`src/rtl/mult_share_pkg.sv`:
```
`default_nettype none
// ============================================================================
// Module   : mult_share_pkg
// Purpose  : Shared widths, pipeline-entry types and pointer helper for the
//            shared-multiplier arbiter.
// Revision : 1.0 - initial release
// ============================================================================
package mult_share_pkg;

    localparam int OPND_W   = 8;
    localparam int PROD_W   = 16;
    // Widest requester ID the block supports (NUM_REQ up to 8).
    localparam int ID_MAX_W = 3;

    // Operand register contents.
    typedef struct packed {
        logic signed [OPND_W-1:0]   a;
        logic signed [OPND_W-1:0]   b;
        logic        [ID_MAX_W-1:0] id;
    } s1_entry_t;

    // Result register contents.
    typedef struct packed {
        logic signed [PROD_W-1:0]   product;
        logic        [ID_MAX_W-1:0] id;
    } s2_entry_t;

    // Round-robin pointer successor: (idx + 1) mod n.
    function automatic logic [ID_MAX_W-1:0] rr_next(input logic [ID_MAX_W-1:0] idx,
                                                    input int                  n);
        if (int'(idx) >= n - 1) begin
            return '0;
        end
        return idx + ID_MAX_W'(1);
    endfunction

endpackage
`default_nettype wire

```
`src/rtl/booth_multiplier_top_module.sv`:
```
`default_nettype none
// ============================================================================
// Module   : booth_multiplier_top_module
// Purpose  : Combinational signed 8x8 multiplier: radix-4 Booth partial
//            products reduced by a carry-save tree and one final adder.
// Revision : 1.0 - initial release
// ============================================================================
module booth_multiplier_top_module (
    input  logic [7:0]  a,
    input  logic [7:0]  b,
    output logic [15:0] product
);

    logic [15:0] a_ext;
    logic [8:0]  b_ext;
    logic [15:0] pp [4];
    logic [15:0] sum1, carry1, sum2, carry2;

    assign a_ext = {{8{a[7]}}, a};
    // Implicit zero below the LSB for the first Booth triplet.
    assign b_ext = {b, 1'b0};

    for (genvar j = 0; j < 4; j++) begin : g_pp
        logic [2:0]  sel;
        logic [15:0] mag;

        assign sel = b_ext[2*j+2 -: 3];

        // Booth digit selection in {-2,-1,0,+1,+2} times A.
        always_comb begin
            mag = '0;
            case (sel)
                3'b001, 3'b010: mag = a_ext;
                3'b011:         mag = a_ext << 1;
                3'b100:         mag = -(a_ext << 1);
                3'b101, 3'b110: mag = -a_ext;
                default:        mag = '0;
            endcase
        end

        assign pp[j] = mag << (2 * j);
    end

    // Two 3:2 compressor levels then a carry-propagate add; all modulo 2^16,
    // which is exact because every signed 8x8 product fits in 16 bits.
    assign sum1    = pp[0] ^ pp[1] ^ pp[2];
    assign carry1  = ((pp[0] & pp[1]) | (pp[0] & pp[2]) | (pp[1] & pp[2])) << 1;
    assign sum2    = sum1 ^ carry1 ^ pp[3];
    assign carry2  = ((sum1 & carry1) | (sum1 & pp[3]) | (carry1 & pp[3])) << 1;
    assign product = sum2 + carry2;

endmodule
`default_nettype wire

```
`src/rtl/mult_share_arbiter_rr_arbiter.sv`:
```
`default_nettype none
// ============================================================================
// Module   : rr_arbiter
// Purpose  : Round-robin grant generator. Scans req from ptr upward with
//            wrap-around and returns the first hit as one-hot and index.
// Revision : 1.0 - initial release
// ============================================================================
module rr_arbiter #(
    parameter int N     = 4,
    parameter int IDX_W = $clog2(N)
) (
    input  logic [N-1:0]     req,
    input  logic [IDX_W-1:0] ptr,
    output logic [N-1:0]     grant,
    output logic [IDX_W-1:0] grant_idx,
    output logic             grant_valid
);

    // Position k steps after the pointer, wrapped modulo N.
    function automatic logic [IDX_W-1:0] wrap_add(input logic [IDX_W-1:0] p,
                                                  input int               k);
        int s;
        s = int'(p) + k;
        if (s >= N) begin
            s = s - N;
        end
        return IDX_W'(s);
    endfunction

    logic [IDX_W-1:0] pos;

    // First requester at or after ptr wins.
    always_comb begin
        grant       = '0;
        grant_idx   = '0;
        grant_valid = 1'b0;
        pos         = '0;
        for (int k = 0; k < N; k++) begin
            pos = wrap_add(ptr, k);
            if (!grant_valid && req[pos]) begin
                grant_valid = 1'b1;
                grant[pos]  = 1'b1;
                grant_idx   = pos;
            end
        end
    end

endmodule
`default_nettype wire

```
`src/rtl/mult_share_arbiter.sv`:
```
`default_nettype none
// ============================================================================
// Module   : mult_share_arbiter
// Purpose  : Shares one signed 8x8 multiplier between NUM_REQ requesters via
//            round-robin arbitration and a two-stage valid/ready pipeline
//            (operand register -> multiplier -> result register).
// Revision : 1.0 - initial release
// ============================================================================
module mult_share_arbiter
    import mult_share_pkg::*;
#(
    parameter int NUM_REQ = 4,
    parameter int ID_W    = $clog2(NUM_REQ)
) (
    input  logic                      clk,
    input  logic                      rst,
    input  logic [NUM_REQ-1:0]        req_valid,
    output logic [NUM_REQ-1:0]        req_ready,
    input  logic [NUM_REQ*OPND_W-1:0] req_a,
    input  logic [NUM_REQ*OPND_W-1:0] req_b,
    output logic                      rsp_valid,
    input  logic                      rsp_ready,
    output logic [ID_W-1:0]           rsp_id,
    output logic [PROD_W-1:0]         rsp_product,
    output logic                      busy
);

    s1_entry_t         s1_q;
    logic              s1_valid;
    s2_entry_t         s2_q;
    logic              s2_valid;
    logic [ID_W-1:0]   rr_ptr;

    logic [NUM_REQ-1:0] grant;
    logic [ID_W-1:0]    grant_idx;
    logic               grant_valid;

    logic               s2_free;
    logic               s1_adv;
    logic               s1_free;
    logic               accept;

    logic [OPND_W-1:0]  a_arr [NUM_REQ];
    logic [OPND_W-1:0]  b_arr [NUM_REQ];
    logic [PROD_W-1:0]  mult_p;
    logic               unused_id;

    for (genvar i = 0; i < NUM_REQ; i++) begin : g_unpack
        assign a_arr[i] = req_a[i*OPND_W +: OPND_W];
        assign b_arr[i] = req_b[i*OPND_W +: OPND_W];
    end

    rr_arbiter #(
        .N     (NUM_REQ),
        .IDX_W (ID_W)
    ) u_rr_arbiter (
        .req         (req_valid),
        .ptr         (rr_ptr),
        .grant       (grant),
        .grant_idx   (grant_idx),
        .grant_valid (grant_valid)
    );

    booth_multiplier_top_module u_mult (
        .a       (s1_q.a),
        .b       (s1_q.b),
        .product (mult_p)
    );

    // Each stage may take a new entry when it is empty or is emptying now.
    assign s2_free   = !s2_valid || rsp_ready;
    assign s1_adv    = s1_valid && s2_free;
    assign s1_free   = !s1_valid || s1_adv;
    assign req_ready = grant & {NUM_REQ{s1_free && !rst}};
    // The grant only names a requester that is valid, so this equals
    // |(req_valid & req_ready).
    assign accept    = grant_valid && s1_free && !rst;

    // Operand register and round-robin pointer.
    always_ff @(posedge clk) begin
        if (rst) begin
            s1_valid <= 1'b0;
            s1_q     <= '0;
            rr_ptr   <= '0;
        end else if (accept) begin
            s1_valid <= 1'b1;
            s1_q.a   <= a_arr[grant_idx];
            s1_q.b   <= b_arr[grant_idx];
            s1_q.id  <= ID_MAX_W'(grant_idx);
            rr_ptr   <= ID_W'(rr_next(ID_MAX_W'(grant_idx), NUM_REQ));
        end else if (s1_adv) begin
            s1_valid <= 1'b0;
        end
    end

    // Result register; holds steady while the consumer stalls.
    always_ff @(posedge clk) begin
        if (rst) begin
            s2_valid <= 1'b0;
            s2_q     <= '0;
        end else if (s1_adv) begin
            s2_valid     <= 1'b1;
            s2_q.product <= mult_p;
            s2_q.id      <= s1_q.id;
        end else if (s2_valid && rsp_ready) begin
            s2_valid <= 1'b0;
        end
    end

    assign rsp_valid   = s2_valid;
    assign rsp_id      = s2_q.id[ID_W-1:0];
    assign rsp_product = s2_q.product;
    assign busy        = s1_valid || s2_valid;

    // ID bits above ID_W stay zero for small NUM_REQ.
    assign unused_id   = ^s2_q.id;

endmodule
`default_nettype wire
```
`config.mk`:
```
export PLATFORM = sky130hd
export DESIGN_NAME = mult_share_arbiter
export DESIGN_NICKNAME = d
export VERILOG_FILES = /design/src/rtl/mult_share_pkg.sv /design/src/rtl/booth_multiplier_top_module.sv /design/src/rtl/mult_share_arbiter_rr_arbiter.sv /design/src/rtl/mult_share_arbiter.sv
export SDC_FILE = /design/constraint.sdc
export NUM_CORES = 1
export LEC_CHECK = 0
export BUFFER_PORTS_ARGS = -buffer_cell sky130_fd_sc_hd__buf_2
export CORE_MARGIN = 8
export CORE_UTILIZATION = 38
export CTS_CLUSTER_SIZE = 12
export DETAILED_ROUTE_END_ITERATION = 8
export SYNTH_ARGS = -nofsm -noshare
export SYNTH_HDL_FRONTEND = slang
export SYNTH_HIERARCHICAL = 1
export SYNTH_SLANG_ARGS = --single-unit
export TNS_END_PERCENT = 1
```
`constraint.sdc`:
```
create_clock -name clk -period 4.9 [get_ports clk]
set_input_delay 0.245 -clock clk [delete_from_list [all_inputs] [get_ports clk]]
set_output_delay 0.245 -clock clk [all_outputs]
set_load 0.05 [all_outputs]
```
==> out/qor.txt <==
Antenna fix cells: 0
Clock buffer count from CTS: 5
Syn Area/Cell: 8.18 um2
Most common cell in the synthesized netlist: a21oi_1
Synth area leaders: dfxtp_1 (16%), fa_1 (8.4%), ha_1 (6.0%)
Root buffer cell: clkbuf_16
Slowest-stage cell, CP: or4_4
Via count: 5,023
DIE AREA: 17,200 um2
Max-cap violations: 0
Synth Flop Type: dfxtp_1
Final Hold Vio Count: 0
Max H-tree Level: 2
Insertion delay of the later-clocked pin in the worst-skew pair: 0.30 ns
Hold Crit Class: in -> reg
Cell taking the most area after synthesis: dfxtp_1
Register area share after synthesis: 15.9%
Synth unique cells: 62
Nets@finish: 812
GR Overflow Total: 0
Status: finished, final reports clean
Syn_nets: 731
Crit end category: register
Worst hold path cell count: 3
Final setup fails: 0
IO Count: 95
Clock sinks: 40
Global-route wire length before repair: 24,900 um
CTS tree: done
Tot GR Track Use: 18.4%
Core Area: 13,100 um2
Unrepaired setup endpoints after global routing: false
Max_slew headroom: 28.8%
Crit path top cell by count: a21oi_1
Critical Path Start Type: register
Final wirelength: 15,500 um
Antenna viol nets, final: 0
CP arrival: 4.76 ns
Min cycle time layout: 4.53 ns
Number of flops mapped to enable cells by yosys: 0
Final Skew: 0.00740 ns
Die X-Extent: 131 um
Cells along the critical path: or4_4, nor4_4, inv_1, ha_4, a21oi_1, a221oi_1, a21o_1, fa_1, fa_1, inv_1, ha_1, nor3_1, nor2_1, a31o_2, a21oi_1, xnor2_1, nand3_1, a21oi_1
Final Cycle Share: 92.5%
Area growth from synthesis to layout: 17.1%
DR iter-0 viols: 410
DRC Markers: 0
I/O Buffers: 94
Initial antenna violation count: 0
CP required: 5.13 ns
Setup slack, reg-to-reg: 0.37 ns
Reg clk slew, reported paths: 0.06 ns
Fmax: 221 MHz
Yosys warns: 6
1st-pass router iterations: 5
Initial core utilization: 38.4%
Largest net degree at the start of global routing: 34
Placer's final routability congestion estimate: 0.905
Share of cells above drive strength 1: 23.8%
Wirelength per Cell: 17.8 um
Synth top area share: 15.9%
Deepest clock path buffer count: 2
# rows: 42
Vias per cell: 5.75
Yosys reg bits: 40
Worst Path Class, Setup: reg -> reg
Post-route setup TNS: 0 ns
Die height: 131 um
Commonest cells post-synth: a21oi_1 (58), o21ai_0 (53), nand2_1 (50)
Hold bufs inserted after CTS: 0
Syn Std Cell Area: 5030 um2
Pins over their slew limit: 0
Least-Margin Pin Slew: 1.07 ns
Asr flop ratio synth: 0%
Max incr delay on CP: 0.54 ns
Vias in the first global route: 5,000
Dpl hpwl: 12,500 um
Maximum fanout along the worst path: 8
Worst r2r path cells: 18
Post-Syn Instances: 615
## cell usage in the layout (no fill, tap or decap), drive strengths merged, types with 7 or more instances in the layout
master,instances
nor3,11
clkbuf,7
mux4,23
buf,122
nand3,24
mux2i,7
o211ai,7
xnor2,18
nor2b,14
ha,24
xor2,9
a22o,19
a21oi,59
a22oi,21
nand2,50
o21ai,56
nor2,44
inv,42
dfxtp,40
a21o,7
fa,21
## layout make-up
type / count / area (um2)
clock buffers: 7 / 133
inverters: 42 / 158
flip-flops and latches: 40 / 801
repair buffers: 122 / 681
well taps: 176 / 220
fillers: 1355 / 7200
clock inverters: 1 / 8.76
multi-input cells: 485 / 3890
## registers in the layout (all words and copies together), names as in the netlist
| signal | cells |
|---|---|
| s1_q | 18 |
| rsp_product | 16 |
| rr_ptr | 2 |
| rsp_id | 2 |
| rsp_valid | 1 |
| s1_valid | 1 |
## routing by layer
metal / share of wire, % / vias to the layer above / wire length, um / GRT usage (%)
li1: - / 2412 / - / -
met1: 45 / 2402 / 6940 / 22.8
met2: 46 / 184 / 7170 / 30.6
met3: 6.3 / 25 / 979 / 3.57
met4: 2.9 / 0 / 451 / 7.43
met5: 0 / - / 0 / 0
## timing repair
item / CTS / global route
setup endpoints to repair: 0 / 6
setup buffers: 0 / 2
resized for setup: 0 / 7
## through the flow
| stage | hold WS [ns] | cell area, um2 | std cells | util, % | worst slack (ns) |
|---|---|---|---|---|---|
| finish | 0.337 | 5890 | 873 | 45.0 | 0.367 |
| global route | 0.370 | 5890 | 873 | 45.0 | 0.0378 |
| CTS | 0.335 | 5850 | 871 | 44.7 | 0.138 |
| detailed placement | 0.461 | 5700 | 863 | 43.6 | 0.132 |
| global placement | 0.462 | 5700 | 863 | 43.6 | 0.230 |
| floorplan | 0.439 | 5030 | 615 | - | 0.380 |
## final timing paths
check / from / end
worst max-delay path: s1_q[14] / rsp_product[13]
worst min-delay path: rsp_ready / s1_valid
worst max register to register: s1_q[14] / rsp_product[13]
worst min register to register: rsp_product[1] / rsp_product[1]
## kinds of logic after synthesis
group	Yosys count	synth area share [%]
buffers and inverters	90	7.69
multiplexers	36	13.8
AO/OA/AOI/OAI	201	25.8
adder cells (fa/ha/maj)	45	14.3
AND/OR/NAND/NOR	175	17.3
XOR/XNOR	28	5.15
flip-flops	40	15.9
## critical path, delay by kind of cell (launching register included)
kind | cells | cell delay, ns
XOR/XNOR | 1 | 0.14
buffers and inverters | 2 | 0.20
flip-flops | 1 | 0.35
AND/OR/NAND/NOR | 5 | 1.08
AO/OA/AOI/OAI | 6 | 1.07
adder cells (fa/ha/maj) | 4 | 1.63
Power is left out: the tool's default activity adds up to more than one toggle a clock period on the data nets, which glitch-free logic cannot reach.
